## config.mk

```make
export PLATFORM = sky130hd
export DESIGN_NAME = wasm_operand_stack
export DESIGN_NICKNAME = d
export VERILOG_FILES = /design/src/rtl/wasm_operand_stack.sv
export SDC_FILE = /design/constraint.sdc
export NUM_CORES = 1
export LEC_CHECK = 0
export CAP_MARGIN = 30
export CORE_MARGIN = 2
export CORE_UTILIZATION = 60
export CTS_CLUSTER_DIAMETER = 120
export CTS_CLUSTER_SIZE = 8
export DETAILED_ROUTE_END_ITERATION = 10
export DONT_BUFFER_PORTS = 1
export PLACE_DENSITY = 0.85
export SYNTH_ARGS = -nofsm -noshare
export SYNTH_HDL_FRONTEND = slang
export SYNTH_SLANG_ARGS = --single-unit
```

## constraint.sdc

```tcl
create_clock -name clk -period 8.09 [get_ports clk]
set_input_delay 2.0225 -clock clk [delete_from_list [all_inputs] [get_ports clk]]
set_output_delay 2.0225 -clock clk [all_outputs]
set_load 0.01 [all_outputs]
```

## src/rtl/wasm_operand_stack.sv

```systemverilog
// Typed operand stack for the WebAssembly core: push/pop/replace2 with sticky traps.
// Optional REPLACE2 type checking is enabled by defining WASM_STACK_TYPECHECK_EN.
module wasm_operand_stack #(
  parameter int WIDTH = 64,
  parameter int DEPTH = 16,
  parameter int CNT_W = $clog2(DEPTH) + 1
) (
  input  logic             clk,
  input  logic             reset,
  input  logic [1:0]       op,
  input  logic [WIDTH-1:0] in_value,
  input  logic [1:0]       in_type,
  output logic             ready,
  output logic [WIDTH-1:0] top,
  output logic [1:0]       top_type,
  output logic [WIDTH-1:0] second,
  output logic [1:0]       second_type,
  output logic             empty,
  output logic [CNT_W-1:0] depth,
  output logic [2:0]       trap
);

  localparam int AW = $clog2(DEPTH);

  localparam logic [1:0] OP_NOP  = 2'd0;
  localparam logic [1:0] OP_PUSH = 2'd1;
  localparam logic [1:0] OP_POP  = 2'd2;
  localparam logic [1:0] OP_REP2 = 2'd3;

  localparam logic [2:0] TRAP_NONE = 3'd0;
  localparam logic [2:0] TRAP_OVF  = 3'd1;
  localparam logic [2:0] TRAP_UDF  = 3'd2;
  localparam logic [2:0] TRAP_TYPE = 3'd3;

  localparam logic [CNT_W-1:0] CNT_FULL = CNT_W'(DEPTH);
  localparam logic [CNT_W-1:0] CNT_ONE  = CNT_W'(1);
  localparam logic [CNT_W-1:0] CNT_TWO  = CNT_W'(2);

  logic [WIDTH-1:0] vals  [DEPTH];
  logic [1:0]       types [DEPTH];

  logic [CNT_W-1:0] depth_q, depth_d;
  logic [2:0]       trap_q, trap_d;

  logic [AW-1:0]    push_idx, top_idx, second_idx;
  logic             is_empty, is_full, has_two;
  logic             type_bad;

  logic             wr_en;
  logic [AW-1:0]    wr_idx;

  assign push_idx   = AW'(depth_q);
  assign top_idx    = AW'(depth_q - CNT_ONE);
  assign second_idx = AW'(depth_q - CNT_TWO);

  assign is_empty = (depth_q == '0);
  assign is_full  = (depth_q == CNT_FULL);
  assign has_two  = (depth_q >= CNT_TWO);

  assign ready = (trap_q == TRAP_NONE);
  assign empty = is_empty;
  assign depth = depth_q;
  assign trap  = trap_q;

  // Read ports are masked so stale array contents never leak out.
  always_comb begin
    top         = '0;
    top_type    = '0;
    second      = '0;
    second_type = '0;
    if (!is_empty) begin
      top      = vals[top_idx];
      top_type = types[top_idx];
    end
    if (has_two) begin
      second      = vals[second_idx];
      second_type = types[second_idx];
    end
  end

`ifdef WASM_STACK_TYPECHECK_EN
  assign type_bad = (top_type != second_type) ||
                    (in_type != top_type);
`else
  assign type_bad = 1'b0;
`endif

  always_comb begin
    depth_d = depth_q;
    trap_d  = trap_q;
    wr_en   = 1'b0;
    wr_idx  = push_idx;
    if (ready && !reset) begin
      unique case (op)
        OP_PUSH: begin
          if (is_full) begin
            trap_d = TRAP_OVF;
          end else begin
            wr_en   = 1'b1;
            depth_d = depth_q + CNT_ONE;
          end
        end
        OP_POP: begin
          if (is_empty) begin
            trap_d = TRAP_UDF;
          end else begin
            depth_d = depth_q - CNT_ONE;
          end
        end
        // Underflow takes precedence over a type mismatch.
        OP_REP2: begin
          if (!has_two) begin
            trap_d = TRAP_UDF;
          end else if (type_bad) begin
            trap_d = TRAP_TYPE;
          end else begin
            wr_en   = 1'b1;
            wr_idx  = second_idx;
            depth_d = depth_q - CNT_ONE;
          end
        end
        OP_NOP: ;
        default: ;
      endcase
    end
  end

  always_ff @(posedge clk) begin
    if (reset) begin
      depth_q <= '0;
      trap_q  <= TRAP_NONE;
    end else begin
      depth_q <= depth_d;
      trap_q  <= trap_d;
    end
  end

  always_ff @(posedge clk) begin
    if (wr_en) begin
      vals[wr_idx]  <= in_value;
      types[wr_idx] <= in_type;
    end
  end

endmodule

```

==> results.sh <==
export IMPL_clock_fmax_mhz=150
export IMPL_use_met3=0.0983
export IMPL_drtPass1Iterations=6
export IMPL_clk_latency_ns=0.72
export IMPL_synth_top_family_by_area="multiplexers"
export IMPL_wl_per_cell_um=37.4
export IMPL_syn_cell_area_mm2=0.0488
export IMPL_hold_viol=0
export IMPL_ant_nets=0
export IMPL_final_common_cell="edfxtp_1"
export IMPL_grt_max_degree=169
export IMPL_ios=212
export IMPL_cts_setup_buffers=0
export IMPL_skew_ns=0.0248
export IMPL_die_h_um=289
export IMPL_synth_compound_area_frac=0.0211
export IMPL_cpMostUsedCell="buf_4"
export IMPL_crit_family="buffers and inverters"
export IMPL_setup_worst_path_end_class="primary output"
export IMPL_die_x_um=289
export IMPL_yosysWarnings=0
export IMPL_num_vias=26700
export IMPL_cp_cell_sequence="inv_1 > ha_1 > xor2_4 > buf_4 > a21bo_4 > buf_4 > o22ai_1"
export IMPL_via_per_inst=7.87
export IMPL_diodes=0
export IMPL_core_mm2=0.0805
export IMPL_fin_ws_ns=1.41
export IMPL_worstPathRequired_ns=6.07
export IMPL_status="finished, final reports clean"
export IMPL_cp_slowest_cell="dfxtp_4"
export IMPL_gp_congestion=0.804
export IMPL_relSlewSlack=0.268
export IMPL_avgSynthCellArea_um2=21.4
export IMPL_antenna_found_initial=1
export IMPL_htreeDepth=4
export IMPL_synthAdderAreaFrac=0.00179
export IMPL_cts_root_buf="clkbuf_16"
export IMPL_synthCells=2279
export IMPL_period_needed_ns=6.68
export IMPL_drc=0
export IMPL_mostFrequentLayoutCells="1056 x edfxtp_1, 528 x mux4_2, 265 x mux2i_1, 155 x clkbuf_16, 133 x o22ai_1"
export IMPL_first_global_vias=27700
export IMPL_synthMuxAreaShare=0.299
export IMPL_cp_num_cells=7
export IMPL_hp_class="flop to flop"
export IMPL_gr_total_overflow=0
export IMPL_whs_path_depth=2
export IMPL_synth_seq_cells=1063
export IMPL_grt_pass1_wl_mm=186
export IMPL_maxCapViolations=0
export IMPL_use_met1=0.411
export IMPL_grt_usage=0.310
export IMPL_critical_path_startpoint_type="flop"
export IMPL_pre_cts_slack_ns=2.15
export IMPL_synthSimpleGateAreaFrac=0.00574
export IMPL_cts_buffer_depth=3
export IMPL_irDropWorstVdd_mv=0.257
export IMPL_cts_tree="built"
export IMPL_met2_usage=0.487
export IMPL_hold_buffers=0
export IMPL_yosysUniqueCellTypes=49
export IMPL_hpwl_mm=64.5
export IMPL_drt_wl_total_mm=127
export IMPL_tightestPinTransition_ns=1.10
export IMPL_finalNetCount=2387
export IMPL_busiest_layer="met2"
export IMPL_synth_xor_area_share=0.000846
export IMPL_synth_nets=2356
export IMPL_cp_arrival_ns=4.66
export IMPL_cts_sinks=1063
export IMPL_cpPeakStageDelay_ns=0.91
export IMPL_worstPathMaxFanout=57
export IMPL_initial_core_util=0.606
export IMPL_fp_row_count=104
export IMPL_cts_buffers=150
export IMPL_drive_above_1_share=0.335
export IMPL_setup_violations=0
export IMPL_p_per_area_mw_per_mm2=305
export IMPL_n_fill_cell=4628
export IMPL_area_delta_synth_final_pct=11.3
export IMPL_path_clk_slew_ns=0.05
export IMPL_slew_violations=0
export IMPL_io_buffers=0
export IMPL_cts_resized=0
export IMPL_criticalPathCategory="flop to primary output"
export IMPL_tns_ns=0
export IMPL_initialDrtViolationCount=3583
export IMPL_crit_buf_inv=3
export IMPL_dieArea_mm2=0.0836
export IMPL_leakage_nw=17.0
export IMPL_min_period_over_period=0.826
export IMPL_yosysSeqAreaShare=0.653
export IMPL_rsz0062_at_grt="false"
export IMPL_reg2reg_depth=10
## power breakdown
part / total [W] / switching (W) / leakage (nW) / internal, W
sequential: 0.00626 / 0.0000992 / 9.56 / 0.00616
combinational: 0.00475 / 0.00277 / 5.42 / 0.00198
clock: 0.00558 / 0.00220 / 1.98 / 0.00338
## registers in the layout, indices dropped and copies added, names as in the netlist
name,count
depth,5
trap,2
vals,1024
types,32
## kinds of logic after synthesis
| family | count (synthesis) |
|---|---|
| adder cells (fa/ha/maj) | 7 |
| AO/OA/AOI/OAI | 161 |
| multiplexers | 798 |
| AND/OR/NAND/NOR | 56 |
| other | 1 |
| flip-flops | 1063 |
| XOR/XNOR | 3 |
| buffers and inverters | 190 |
## cell usage after synthesis (all sizes together)
library cell,instances,share of area
edfxtp,1056,0.65
mux4,528,0.24
mux2i,267,0.055
buf,139,0.015
o22ai,133,0.017
clkbuf,42,0.0032
nor2,28,0.0022
inv,9,0.00069
nand3,8,0.00082
a31oi,7,0.00090
dfxtp,7,0.0029
ha,7,0.0018
a21oi,4,0.00041
nand2,4,0.00031
nor3,4,0.00074
a211oi,3,0.00046
and3,3,0.00038
mux2,3,0.00069
o21ai,3,0.00031
a21o,2,0.00031
nand2b,2,0.00026
xnor2,2,0.00051
a211o,1,0.00018
a21bo,1,0.00021
a21boi,1,0.00015
a2bb2oi,1,0.00018
a31o,1,0.00018
a32oi,1,0.00018
and2,1,0.00013
conb,1,0.000077
nor3b,1,0.00015
nor4,1,0.00013
nor4b,1,0.00018
o211ai,1,0.00015
o32ai,1,0.00018
o41a,1,0.00023
or2,1,0.00013
or3,1,0.00013
or3b,1,0.00018
xor2,1,0.00033
## layer usage
layer	share of wire	vias to the layer above
met5	0	-
met4	0.033	0
met3	0.13	311
met2	0.49	2167
met1	0.35	14200
li1	-	10100
## stage by stage
| step | hold slack, ns | utilization | power (W) | cells | instance area [µm²] |
|---|---|---|---|---|---|
| finish | 0.639 | 0.674 | 0.0166 | 3398 | 54300 |
| detailed placement | 0.633 | 0.623 | 0.0110 | 3214 | 50200 |
| floorplan | 0.584 | - | 0.00981 | 2279 | 48800 |
| CTS | 0.642 | 0.673 | 0.0166 | 3394 | 54200 |
| global route | 0.681 | 0.674 | 0.0171 | 3398 | 54300 |
| global placement | 0.619 | 0.621 | 0.0110 | 3208 | 50000 |
## area by class of cell
type,instances,area [µm²],area share
timing repair buffer,60,816,0.0150
clock inverter,8,111,0.00205
multi-input combinational,1026,16200,0.299
clock buffer,172,3940,0.0726
inverter,9,41.3,0.000760
sequential,1063,31900,0.586
tap,1060,1330,0.0244
## final timing paths
path / startpoint / end / slack [ns]
worst min register to register: trap[0] / trap[0] / 0.64
worst max register to register: depth[1] / vals[9][47] / 2.32
worst max-delay path: depth[1] / second[14] / 1.41
worst min-delay path: trap[0] / trap[0] / 0.64
## worst reg2reg max path, stage by stage (launching register included)
cell,delay [ns]
dfxtp_4,0.91
inv_1,0.35
ha_1,0.41
xor2_4,0.16
buf_4,0.42
a21bo_4,0.54
buf_4,0.47
o41a_1,0.67
nor2_4,0.13
buf_4,0.51
buf_4,0.74
No activity file was read; power rests on OpenSTA's default activity.
